===== src/rtl/debounce_bank_if.sv =====
// debounce_bank_if: raw button inputs and debounced outputs of debounce_bank.
// master drives the raw pins, slave is the debouncer itself.
interface debounce_bank_if #(
    parameter int NUM_CH = 4
);
    logic [NUM_CH-1:0] buttons;
    logic [NUM_CH-1:0] debounced;
    logic [NUM_CH-1:0] rise;
    logic [NUM_CH-1:0] fall;
    logic              any_event;
    logic [NUM_CH-1:0] repeat_pulse;

    modport master (
        output buttons,
        input  debounced, rise, fall, any_event, repeat_pulse
    );

    modport slave (
        input  buttons,
        output debounced, rise, fall, any_event, repeat_pulse
    );
endinterface


===== src/rtl/debounce_bank.sv =====
// debounce_bank: per-channel synchroniser, stability counter and edge pulses.
// Optional auto-repeat pulses are built only when BTN_REPEAT_EN is defined.
module debounce_bank #(
    parameter int NUM_CH        = 4,
    parameter int COUNT_MAX     = 1250000,
    parameter int CNT_W         = 21,
    parameter int SYNC_STAGES   = 2,
    parameter int REPEAT_DELAY  = 12500000,
    parameter int REPEAT_PERIOD = 2500000,
    parameter int RPT_W         = 24
) (
    input  logic           clock_25,
    input  logic           reset,
    debounce_bank_if.slave bus
);
    typedef enum logic {IDLE, COUNT} state_t;

    logic [NUM_CH-1:0] sync_q [SYNC_STAGES];
    logic [NUM_CH-1:0] sync_d [SYNC_STAGES];
    state_t            state_q [NUM_CH];
    state_t            state_d [NUM_CH];
    logic [CNT_W-1:0]  cnt_q [NUM_CH];
    logic [CNT_W-1:0]  cnt_d [NUM_CH];
    logic [NUM_CH-1:0] debounced_q, debounced_d;
    logic [NUM_CH-1:0] rise_q, rise_d;
    logic [NUM_CH-1:0] fall_q, fall_d;
    logic              any_event_q, any_event_d;
    logic [NUM_CH-1:0] s;

    assign s = sync_q[SYNC_STAGES-1];

    // Shift raw pins through the synchroniser chain.
    always_comb begin
        sync_d[0] = bus.buttons;
        for (int k = 1; k < SYNC_STAGES; k++) begin
            sync_d[k] = sync_q[k-1];
        end
    end

    // Stability FSM per channel; commit after COUNT_MAX differing samples.
    always_comb begin
        debounced_d = debounced_q;
        rise_d      = '0;
        fall_d      = '0;
        for (int i = 0; i < NUM_CH; i++) begin
            state_d[i] = state_q[i];
            cnt_d[i]   = '0;
            unique case (state_q[i])
                IDLE: begin
                    if (s[i] != debounced_q[i]) begin
                        state_d[i] = COUNT;
                    end
                end
                COUNT: begin
                    if (s[i] == debounced_q[i]) begin
                        state_d[i] = IDLE;
                    end else if (cnt_q[i] == CNT_W'(COUNT_MAX - 1)) begin
                        state_d[i]     = IDLE;
                        debounced_d[i] = s[i];
                        rise_d[i]      = s[i];
                        fall_d[i]      = ~s[i];
                    end else begin
                        cnt_d[i] = cnt_q[i] + 1'b1;
                    end
                end
                default: state_d[i] = IDLE;
            endcase
        end
        any_event_d = |(rise_d | fall_d);
    end

    // State, counters, synchroniser and registered outputs.
    always_ff @(posedge clock_25 or negedge reset) begin
        if (!reset) begin
            for (int k = 0; k < SYNC_STAGES; k++) begin
                sync_q[k] <= '0;
            end
            for (int i = 0; i < NUM_CH; i++) begin
                state_q[i] <= IDLE;
                cnt_q[i]   <= '0;
            end
            debounced_q <= '0;
            rise_q      <= '0;
            fall_q      <= '0;
            any_event_q <= 1'b0;
        end else begin
            for (int k = 0; k < SYNC_STAGES; k++) begin
                sync_q[k] <= sync_d[k];
            end
            for (int i = 0; i < NUM_CH; i++) begin
                state_q[i] <= state_d[i];
                cnt_q[i]   <= cnt_d[i];
            end
            debounced_q <= debounced_d;
            rise_q      <= rise_d;
            fall_q      <= fall_d;
            any_event_q <= any_event_d;
        end
    end

    assign bus.debounced = debounced_q;
    assign bus.rise      = rise_q;
    assign bus.fall      = fall_q;
    assign bus.any_event = any_event_q;

`ifdef BTN_REPEAT_EN
    logic [RPT_W-1:0]  rpt_cnt_q [NUM_CH];
    logic [RPT_W-1:0]  rpt_cnt_d [NUM_CH];
    logic [NUM_CH-1:0] rpt_done_q, rpt_done_d;
    logic [NUM_CH-1:0] repeat_q, repeat_d;

    // Held-press timer: first pulse after the delay, then periodic.
    always_comb begin
        for (int i = 0; i < NUM_CH; i++) begin
            rpt_cnt_d[i]  = rpt_cnt_q[i] + 1'b1;
            rpt_done_d[i] = rpt_done_q[i];
            repeat_d[i]   = 1'b0;
            if (!debounced_q[i] || fall_d[i]) begin
                rpt_cnt_d[i]  = '0;
                rpt_done_d[i] = 1'b0;
            end else if (rpt_done_q[i]
                         ? (rpt_cnt_q[i] == RPT_W'(REPEAT_PERIOD - 1))
                         : (rpt_cnt_q[i] == RPT_W'(REPEAT_DELAY - 1))) begin
                repeat_d[i]   = 1'b1;
                rpt_cnt_d[i]  = '0;
                rpt_done_d[i] = 1'b1;
            end
        end
    end

    // Repeat counter and pulse registers.
    always_ff @(posedge clock_25 or negedge reset) begin
        if (!reset) begin
            for (int i = 0; i < NUM_CH; i++) begin
                rpt_cnt_q[i] <= '0;
            end
            rpt_done_q <= '0;
            repeat_q   <= '0;
        end else begin
            for (int i = 0; i < NUM_CH; i++) begin
                rpt_cnt_q[i] <= rpt_cnt_d[i];
            end
            rpt_done_q <= rpt_done_d;
            repeat_q   <= repeat_d;
        end
    end

    assign bus.repeat_pulse = repeat_q;
`else
    assign bus.repeat_pulse = '0;
`endif
endmodule


===== src/flat_wrapper.sv =====
// flat-port wrapper written by rule: the top's interface ports become plain ports
module debounce_bank_flat 
#(
    parameter int NUM_CH        = 4,
    parameter int COUNT_MAX     = 1250000,
    parameter int CNT_W         = 21,
    parameter int SYNC_STAGES   = 2,
    parameter int REPEAT_DELAY  = 12500000,
    parameter int REPEAT_PERIOD = 2500000,
    parameter int RPT_W         = 24
)
  (clock_25, reset, bus_buttons, bus_debounced, bus_rise, bus_fall, bus_any_event, bus_repeat_pulse);
  debounce_bank_if #(.NUM_CH(NUM_CH)) bus_i ();
  input  logic clock_25;
  input  logic reset;
  input wire logic [$bits(bus_i.buttons)-1:0] bus_buttons;
  output wire logic [$bits(bus_i.debounced)-1:0] bus_debounced;
  output wire logic [$bits(bus_i.rise)-1:0] bus_rise;
  output wire logic [$bits(bus_i.fall)-1:0] bus_fall;
  output wire logic [$bits(bus_i.any_event)-1:0] bus_any_event;
  output wire logic [$bits(bus_i.repeat_pulse)-1:0] bus_repeat_pulse;
  assign bus_i.buttons = bus_buttons;
  assign bus_debounced = bus_i.debounced;
  assign bus_rise = bus_i.rise;
  assign bus_fall = bus_i.fall;
  assign bus_any_event = bus_i.any_event;
  assign bus_repeat_pulse = bus_i.repeat_pulse;
  debounce_bank #(.NUM_CH(NUM_CH), .COUNT_MAX(COUNT_MAX), .CNT_W(CNT_W), .SYNC_STAGES(SYNC_STAGES), .REPEAT_DELAY(REPEAT_DELAY), .REPEAT_PERIOD(REPEAT_PERIOD), .RPT_W(RPT_W)) u_core (.clock_25(clock_25), .reset(reset), .bus(bus_i));
endmodule

===== config.mk =====
export PLATFORM = sky130hd
export DESIGN_NAME = debounce_bank_flat
export DESIGN_NICKNAME = d
export VERILOG_FILES = /design/src/rtl/debounce_bank_if.sv /design/src/rtl/debounce_bank.sv /design/src/flat_wrapper.sv
export SDC_FILE = /design/constraint.sdc
export NUM_CORES = 1
export LEC_CHECK = 0
export ABC_AREA = 1
export ABC_CLOCK_PERIOD_IN_PS = 2780
export CAP_MARGIN = 10
export CORE_ASPECT_RATIO = 1.2
export CORE_MARGIN = 3
export CORE_UTILIZATION = 40
export DETAILED_ROUTE_END_ITERATION = 8
export RECOVER_POWER = 50
export SYNTH_ARGS = -nofsm -noshare
export SYNTH_HDL_FRONTEND = slang
export SYNTH_SLANG_ARGS = --single-unit

===== constraint.sdc =====
create_clock -name clock_25 -period 2.78 [get_ports clock_25]
set_input_delay 0.556 -clock clock_25 [delete_from_list [all_inputs] [get_ports clock_25]]
set_output_delay 0.556 -clock clock_25 [all_outputs]
set_load 0.05 [all_outputs]

# After elaboration in Yosys (flattened, before gate mapping)
# Index checks and enable logic that the tools add are counted.
# classes
eq_ne	12
muxes	52
reduce_logical	5
n_addsub	4
n_bitwise	13
# op_table
operator	n
2-to-1 mux 21 bit	12
adder 21 x 1 -> 21 bit (second input constant)	4
== test 21 bit (second input constant)	4
2-to-1 mux 1 bit	36
NOT 1 bit	12
AND reduction 3 bit	4
case mux 1 bit (2 select lines)	4
== test 1 bit	4
inequality test 1 bit	4
OR 4 bit	1
OR reduction 4 bit	1
# word_totals
output_inout_bits	17
reg_bits	109
input_bits	6

# Longest topological paths before layout
# Gate-level depths: netlist of the first run.
# depth
ltp_word	6
depth_mapped	10

# Worst setup path before layout of the first run
# No wires, ideal clock.
# synth_path
path_kind	flip-flop to flip-flop
startpoint	reg u_core.debounced_q[2], in the netlist u_core.bus.debounced[2]
endpoint	reg u_core.cnt_q[30] (netlist bit)
setup_time_ps	71
arrival_time_ps	1492
n_path_buf	1
stages_incl_launch_ff	9
period_less_slack_ps	1564
slack_ps	1216
cell_sequence	dfrtp_1 > inv_1 > or2_1 > nand2_1 > nand2_1 > inv_1 > o21ai_2 > buf_6 > nor2_1
# synth_lines
element	line_no	text
start: declaration	debounce_bank.sv:24	logic [NUM_CH-1:0] debounced_q, debounced_d;
start signal: assignment	debounce_bank.sv:94	debounced_q <= debounced_d;
end signal: indexed assignment	debounce_bank.sv:92	cnt_q[i] <= cnt_d[i];
end: declaration	debounce_bank.sv:22	logic [CNT_W-1:0] cnt_q [NUM_CH];

# Worst setup path after layout of the first run
# layout_path
startpoint	reg u_core.debounced_q[3], in the netlist u_core.bus.debounced[3]
endpoint	out bus_debounced[3]
# layout_lines
element	line_no	text
end: declaration	flat_wrapper.sv:17	output wire logic [$bits(bus_i.debounced)-1:0] bus_debounced;
# No word-level cell between the ends.

==> flow_summary_export.csv, run 1 <==
group,metric,value,unit
cts,cts_buffer_depth,2,
finish,utilization,0.463,
setup_path,rr_startpoint,"u_core.cnt_q[21]",
synthesis,netlist.area_leader.share,0.485,
synthesis,yosys.area.top_type,"dfrtp_1",
synthesis,synth_seq_cells,109,
routing,route.detailed.drc,0,
sta,slew_headroom,0.130,
pwr,power_density,474,nW/um2
grt,grt_usage,0.151,
cts,post_cts_buffers,0,
cts,cts_tree,"built",
cts,clk_pin_slew,0.07,ns
placed_design,dp_hpwl,8110,um
cts,clockRootBuffer,"clkbuf_16",
synthesis,synth-edff-count,0,
setup_path,cp_data_required_time,2.22,ns
flow_run,cap_violations,0,
die,die_y,136,um
synthesis,ys.flop_type,"dfrtp_1",
routing,drt_iter0_markers,258,
sta,finalSetupTns,0,ns
routing,ant_nets,0,
setup_path,r2r_end,"u_core.cnt_q[30]",
die,dieArea,15500,um2
synthesis,syn_inst,712,
setup_path,crit_slowest_cell,"clkdlybuf4s50_1",
sta,tightestPinTransition,1.31,ns
routing,wl_per_cell,12.1,um
die,die_w,114,um
setup_path,r2r_slack,0.96,ns
grt,grt_overflow,0,
die,initial_core_util,0.418,
sta,skew,0.00731,ns
finish,n_antenna_cell,0,
cts,cts.sinks,109,
synthesis,ys_seq_area_frac,0.485,
grt,first_global_vias,4238,
sta,period_needed,2.13,ns
cts,cts_repair_resize_count,0,
synthesis,yosysMostFrequentCell,"nor2_1",
sta,finalSetupViolCount,0,
sta,holdWs,0.177,ns
setup_path,crit_buf_inv,1,
synthesis,synth.avg_cell_area,7.90,um2
hold_path,hold_class,"input port to asynchronous set/reset pin",
grt,grt_pass1_wl,19000,um
finish,ff_latch_area,2730,um2
setup_path,crit_type,"register to primary output",
synthesis,async_flop_share,1.00,
finish,final_nets,748,
setup_path,path_delay_family,"buffers and inverters",
setup_path,reg2regPathDepth,6,
placed_design,place.gp.congestion,0.822,
grt,antenna_found_initial,0,
sta,finalHoldViolCount,0,
sta,rsz0062_at_grt,"no",
grt,grt_max_degree,54,
setup_path,startpoint_type,"register",
routing,avgViaCountPerCell,4.81,
die,rows,46,
sta,max_clock_freq,470,MHz
setup_path,cp-end-kind,"primary output",
finish,drive_above_1_share,0.0741,
routing,drt_first_pass_iters,4,
finish,multi_input_area,2500,um2
die,ioPinCount,23,
sta,drv_slew,0,
setup_path,path_cells,"clkdlybuf4s50_1",
synthesis,yosys-top-cells-count,"179 x nor2_1, 142 x nand2_1, 109 x dfrtp_1",
finish,syn2layout_area_growth,10.9,%
pwr,irDropWorstVdd,0.223,mV
die,core_region_area,13500,um2
synthesis,synthDistinctLibCells,34,
pwr,total_power,0.00296,W
synthesis,synthTopCellsByArea,"dfrtp_1 48%, nor2_1 12%, nand2_1 9.5%",
placed_design,port-buffer-count,18,
setup_path,crit_fanout,4,
setup_path,arrival,1.57,ns
setup_path,max_stage_delay,0.82,ns
routing,totalWireLength,11000,um
pwr,power_leakage,2.71,nW
cts,htreeDepth,3,
finish,fillerInstances,1359,
sta,fin_crit_sh,0.765,
outcome,status,"finished, final reports clean",
routing,via_count,4376,
synthesis,synth_warnings,0,
synthesis,syn_area,5630,um2
cts,ctsHoldBuffers,0,
cts,clk_latency,0.35,ns
cts,cts_buffers,9,
[cells by family (layout without fill, tap and decap cells)]
family	count (synthesis)	count (layout)	share of synthesized area
other cells	1	4	0.000667
compound gates	29	29	0.0303
xor+xnor	36	36	0.0561
simple gates	436	436	0.347
flops	109	109	0.485
fa+ha+maj	4	4	0.00890
buf+inv	97	124	0.0721
[sequential cells by signal, summed over array words and instances, names as in the netlist]
| register | flops |
|---|---|
| u_core.state_q | 4 |
| u_core.s | 4 |
| u_core.sync_d | 4 |
| u_core.cnt_q | 84 |
| u_core.bus.any_event | 1 |
| u_core.bus.debounced | 4 |
| u_core.bus.rise | 4 |
| u_core.bus.fall | 4 |
[routing by layer]
metal  vias up  share of wire  GRT usage
met5         -              0          0
met2        47           0.48      0.249
li1       2258              -          -
met3        14          0.021     0.0249
met1      2057           0.47      0.195
met4         0          0.023     0.0680
[where the power goes]
group	total (W)	switching (W)	leakage, nW	internal (W)
registers	0.00162	0.0000138	1.49	0.00160
clock network	0.00122	0.000567	0.135	0.000653
logic	0.000118	0.0000945	1.08	0.0000234
[layout make-up]
| class | instances | share of cell area |
|---|---|---|
| Timing Repair Buffer | 20 | 0.0299 |
| Clock inverter | 3 | 0.00341 |
| Inverter | 89 | 0.0535 |
| Clock buffer | 12 | 0.0411 |
| Multi-Input combinational cell | 509 | 0.401 |
| Sequential cell | 109 | 0.437 |
| Tap cell | 168 | 0.0337 |
[layout by cell type (no fill, tap or decap), types with 5 or more instances in the layout]
cell and n:
a21oi_1 10, o21ai_0 11, inv_2 5, nor2_4 5, xnor2_1 9, nand4_1 15
dfrtp_1 109, nor3b_1 5, clkdlybuf4s50_1 13, clkbuf_16 9, nor2_1 179, inv_1 84
xor2_1 27, nand3_1 42, nand3b_1 5, nand2_1 142, nor3_1 14, nor2_2 10
nand3_2 6
[worst max path at each step]
stage	start	to	slack, ns	cells after the start
6_report	u_core.bus.debounced[3]	bus_debounced[3]	0.65	1
4_1_cts	u_core.bus.debounced[3]	bus_debounced[3]	0.63	1
2_1_floorplan	u_core.bus.debounced[2]	u_core.cnt_q[30]	1.22	8
3_3_place_gp	u_core.bus.debounced[3]	bus_debounced[3]	1.03	1
5_1_grt	reset	u_core.bus.debounced[2]	0.57	2
3_5_place_dp	u_core.cnt_q[21]	u_core.cnt_q[30]	0.98	6
[through the flow]
stage / cells / area, um2 / setup slack, ns
floorplan: 715 / 5640 / 1.22
global placement: 895 / 5980 / 1.03
detailed placement: 895 / 5980 / 0.982
CTS: 910 / 6260 / 0.632
global route: 910 / 6240 / 0.569
finish: 910 / 6240 / 0.654
Power figures use the tool's default switching activity.
==> inputs of run 2 (changes only) <==
ABC_CLOCK_PERIOD_IN_PS = 1900   (was 2780)
clock period = 1.9 ns   (was 2.78 ns; I/O delays follow)
==> run 2 against run 1 <==
  * Sequential share of layout area is 0.17 points lower
  * Utilization increased by 0.19 points
  * Sequential cell count unchanged
  * Register-to-register slack worse by 0.70 ns
  * Combinational power up 50%
  * Count of clock-buffer cells in the layout grew 1
  * Non-clock buffer count increased by 2
  * Clock power is 50% higher
  * Die area stayed put
  * Critical endpoint is now bus_rise[3]
  * Largest power group unchanged
  * Highest routed layer unchanged
==> flow_summary_export.csv, run 2 (synthesis results as in run 1) <==
group,metric,value,unit
pwr,power_leakage,2.76,nW
cts,post_cts_buffers,0,
finish,final_cells,913,
cts,clk_latency,0.35,ns
setup_path,startpoint_type,"register",
finish,final_nets,750,
grt,grt_max_degree,110,
die,core_region_area,13500,um2
cts,cts_buffer_depth,2,
die,die_w,114,um
cts,clockRootBuffer,"clkbuf_16",
cts,ctsHoldBuffers,0,
sta,drv_slew,0,
pwr,total_power,0.00437,W
routing,wl_per_cell,11.8,um
sta,finalSetupTns,0,ns
setup_path,path_cells,"clkdlybuf4s50_1",
setup_path,arrival,1.48,ns
placed_design,dp.cells,897,
die,rows,46,
setup_path,path_depth,1,
grt,grt_usage,0.150,
finish,drive_above_1_share,0.0846,
finish,n_antenna_cell,0,
grt,first_global_vias,4216,
placed_design,port-buffer-count,18,
pwr,irDropWorstVdd,0.571,mV
setup_path,crit_slowest_cell,"clkdlybuf4s50_1",
setup_path,max_stage_delay,0.80,ns
die,dieArea,15500,um2
sta,skew,0.00649,ns
routing,avgViaCountPerCell,4.72,
sta,period_needed,1.86,ns
setup_path,crit_type,"register to primary output",
placed_design,place.gp.congestion,0.828,
setup_path,crit_fanout,1,
sta,max_clock_freq,537,MHz
setup_path,cp-end-kind,"primary output",
setup_path,crit_buf_inv,1,
die,ioPinCount,23,
cts,cts.sinks,109,
hold_path,hold_class,"register to register",
routing,ant_nets,0,
cts,htreeDepth,3,
routing,totalWireLength,10800,um
setup_path,reg2regPathDepth,7,
routing,route.detailed.drc,0,
grt,grt_pass1_wl,18900,um
cts,clk_pin_slew,0.07,ns
grt,antenna_found_initial,0,
routing,via_count,4312,
placed_design,dp_slack,0.278,ns
routing,drt_first_pass_iters,4,
finish,fillerInstances,1328,
cts,cts_tree,"built",
finish,largest_register,"u_core.cnt_q",
flow_run,cap_violations,0,
placed_design,dp_hpwl,7840,um
finish,largest_reg_flops,84,
sta,fin_crit_sh,0.981,
finish,ff_latch_area,2730,um2
outcome,status,"finished, final reports clean",
cts,cts_buffers,9,
finish,layout_commonest_cell,"nor2_1",
sta,slew_headroom,0.0212,
hold_path,hold_depth,0,
finish,syn2layout_area_growth,11.4,%
pwr,power_density,698,nW/um2
finish,multi_input_area,2500,um2
die,initial_core_util,0.418,
grt,grt_overflow,0,
setup_path,cp_data_required_time,1.52,ns
sta,rsz0062_at_grt,"no",
finish,final_cell_mix,"179 x nor2_1, 142 x nand2_1, 109 x dfrtp_1",
sta,setup_slack,0.0362,ns
die,die_y,136,um
sta,finalSetupViolCount,0,
routing,drt_iter0_markers,229,
sta,tightestPinTransition,1.47,ns
sta,finalHoldViolCount,0,
setup_path,path_delay_family,"buffers and inverters",
run 2: layout make-up:
class / instances / area share
multi-input combinational: 509 / 0.400
inverter: 89 / 0.0533
clock inverter: 3 / 0.00300
tap: 168 / 0.0336
sequential: 109 / 0.435
clock buffer: 13 / 0.0431
timing repair buffer: 22 / 0.0320
run 2: worst paths after layout:
kind	from	end	slack (ns)
max in group asynchronous	reset	u_core.sync_d[3]	0.48
setup reg to reg	u_core.cnt_q[0]	u_core.cnt_q[11]	0.26
setup / recovery	u_core.bus.rise[3]	bus_rise[3]	0.04
hold reg to reg	u_core.sync_d[3]	u_core.s[3]	0.35
min in group asynchronous	reset	u_core.cnt_q[53]	0.48
hold / removal	u_core.sync_d[3]	u_core.s[3]	0.35
run 2: metal layers:
metal | share of wire | GRT usage | routed length (um) | up-vias
li1 | - | - | - | 2260
met1 | 0.47 | 0.190 | 5110 | 1991
met4 | 0.019 | 0.0620 | 201 | 0
met5 | 0 | 0 | 0 | -
met3 | 0.024 | 0.0263 | 257 | 13
met2 | 0.48 | 0.253 | 5210 | 48
run 2: repair_timing:
item / in CTS / in global routing
gates resized for setup: 0 / 1
endpoints found under the setup margin: 0 / 1
endpoints found under the hold margin: 0 / 0
run 2: metrics by stage:
| stage | area [um2] | util | hold slack, ns |
|---|---|---|---|
| final | 6260 | 0.465 | 0.349 |
| after global routing | 6260 | 0.465 | 0.365 |
| after CTS | 6270 | 0.466 | 0.129 |
| after detailed placement | 5990 | 0.444 | 0.336 |
| after global placement | 5990 | 0.444 | 0.334 |
| after floorplan | 5640 | - | 0.0844 |
run 2: power breakdown:
group / internal [W] / switching [W] / leakage [nW]
Combinational: 0.0000410 / 0.000136 / 1.12
Sequential: 0.00235 / 0.0000204 / 1.49
Clock: 0.000996 / 0.000831 / 0.146
Total: 0.00338 / 0.000988 / 2.76
==> inputs of run 3 (changes only) <==
SLEW_MARGIN = 20   (was not set)
==> results of run 3 <==
The final DEF is identical to that of run 2; final timing and power are the same.
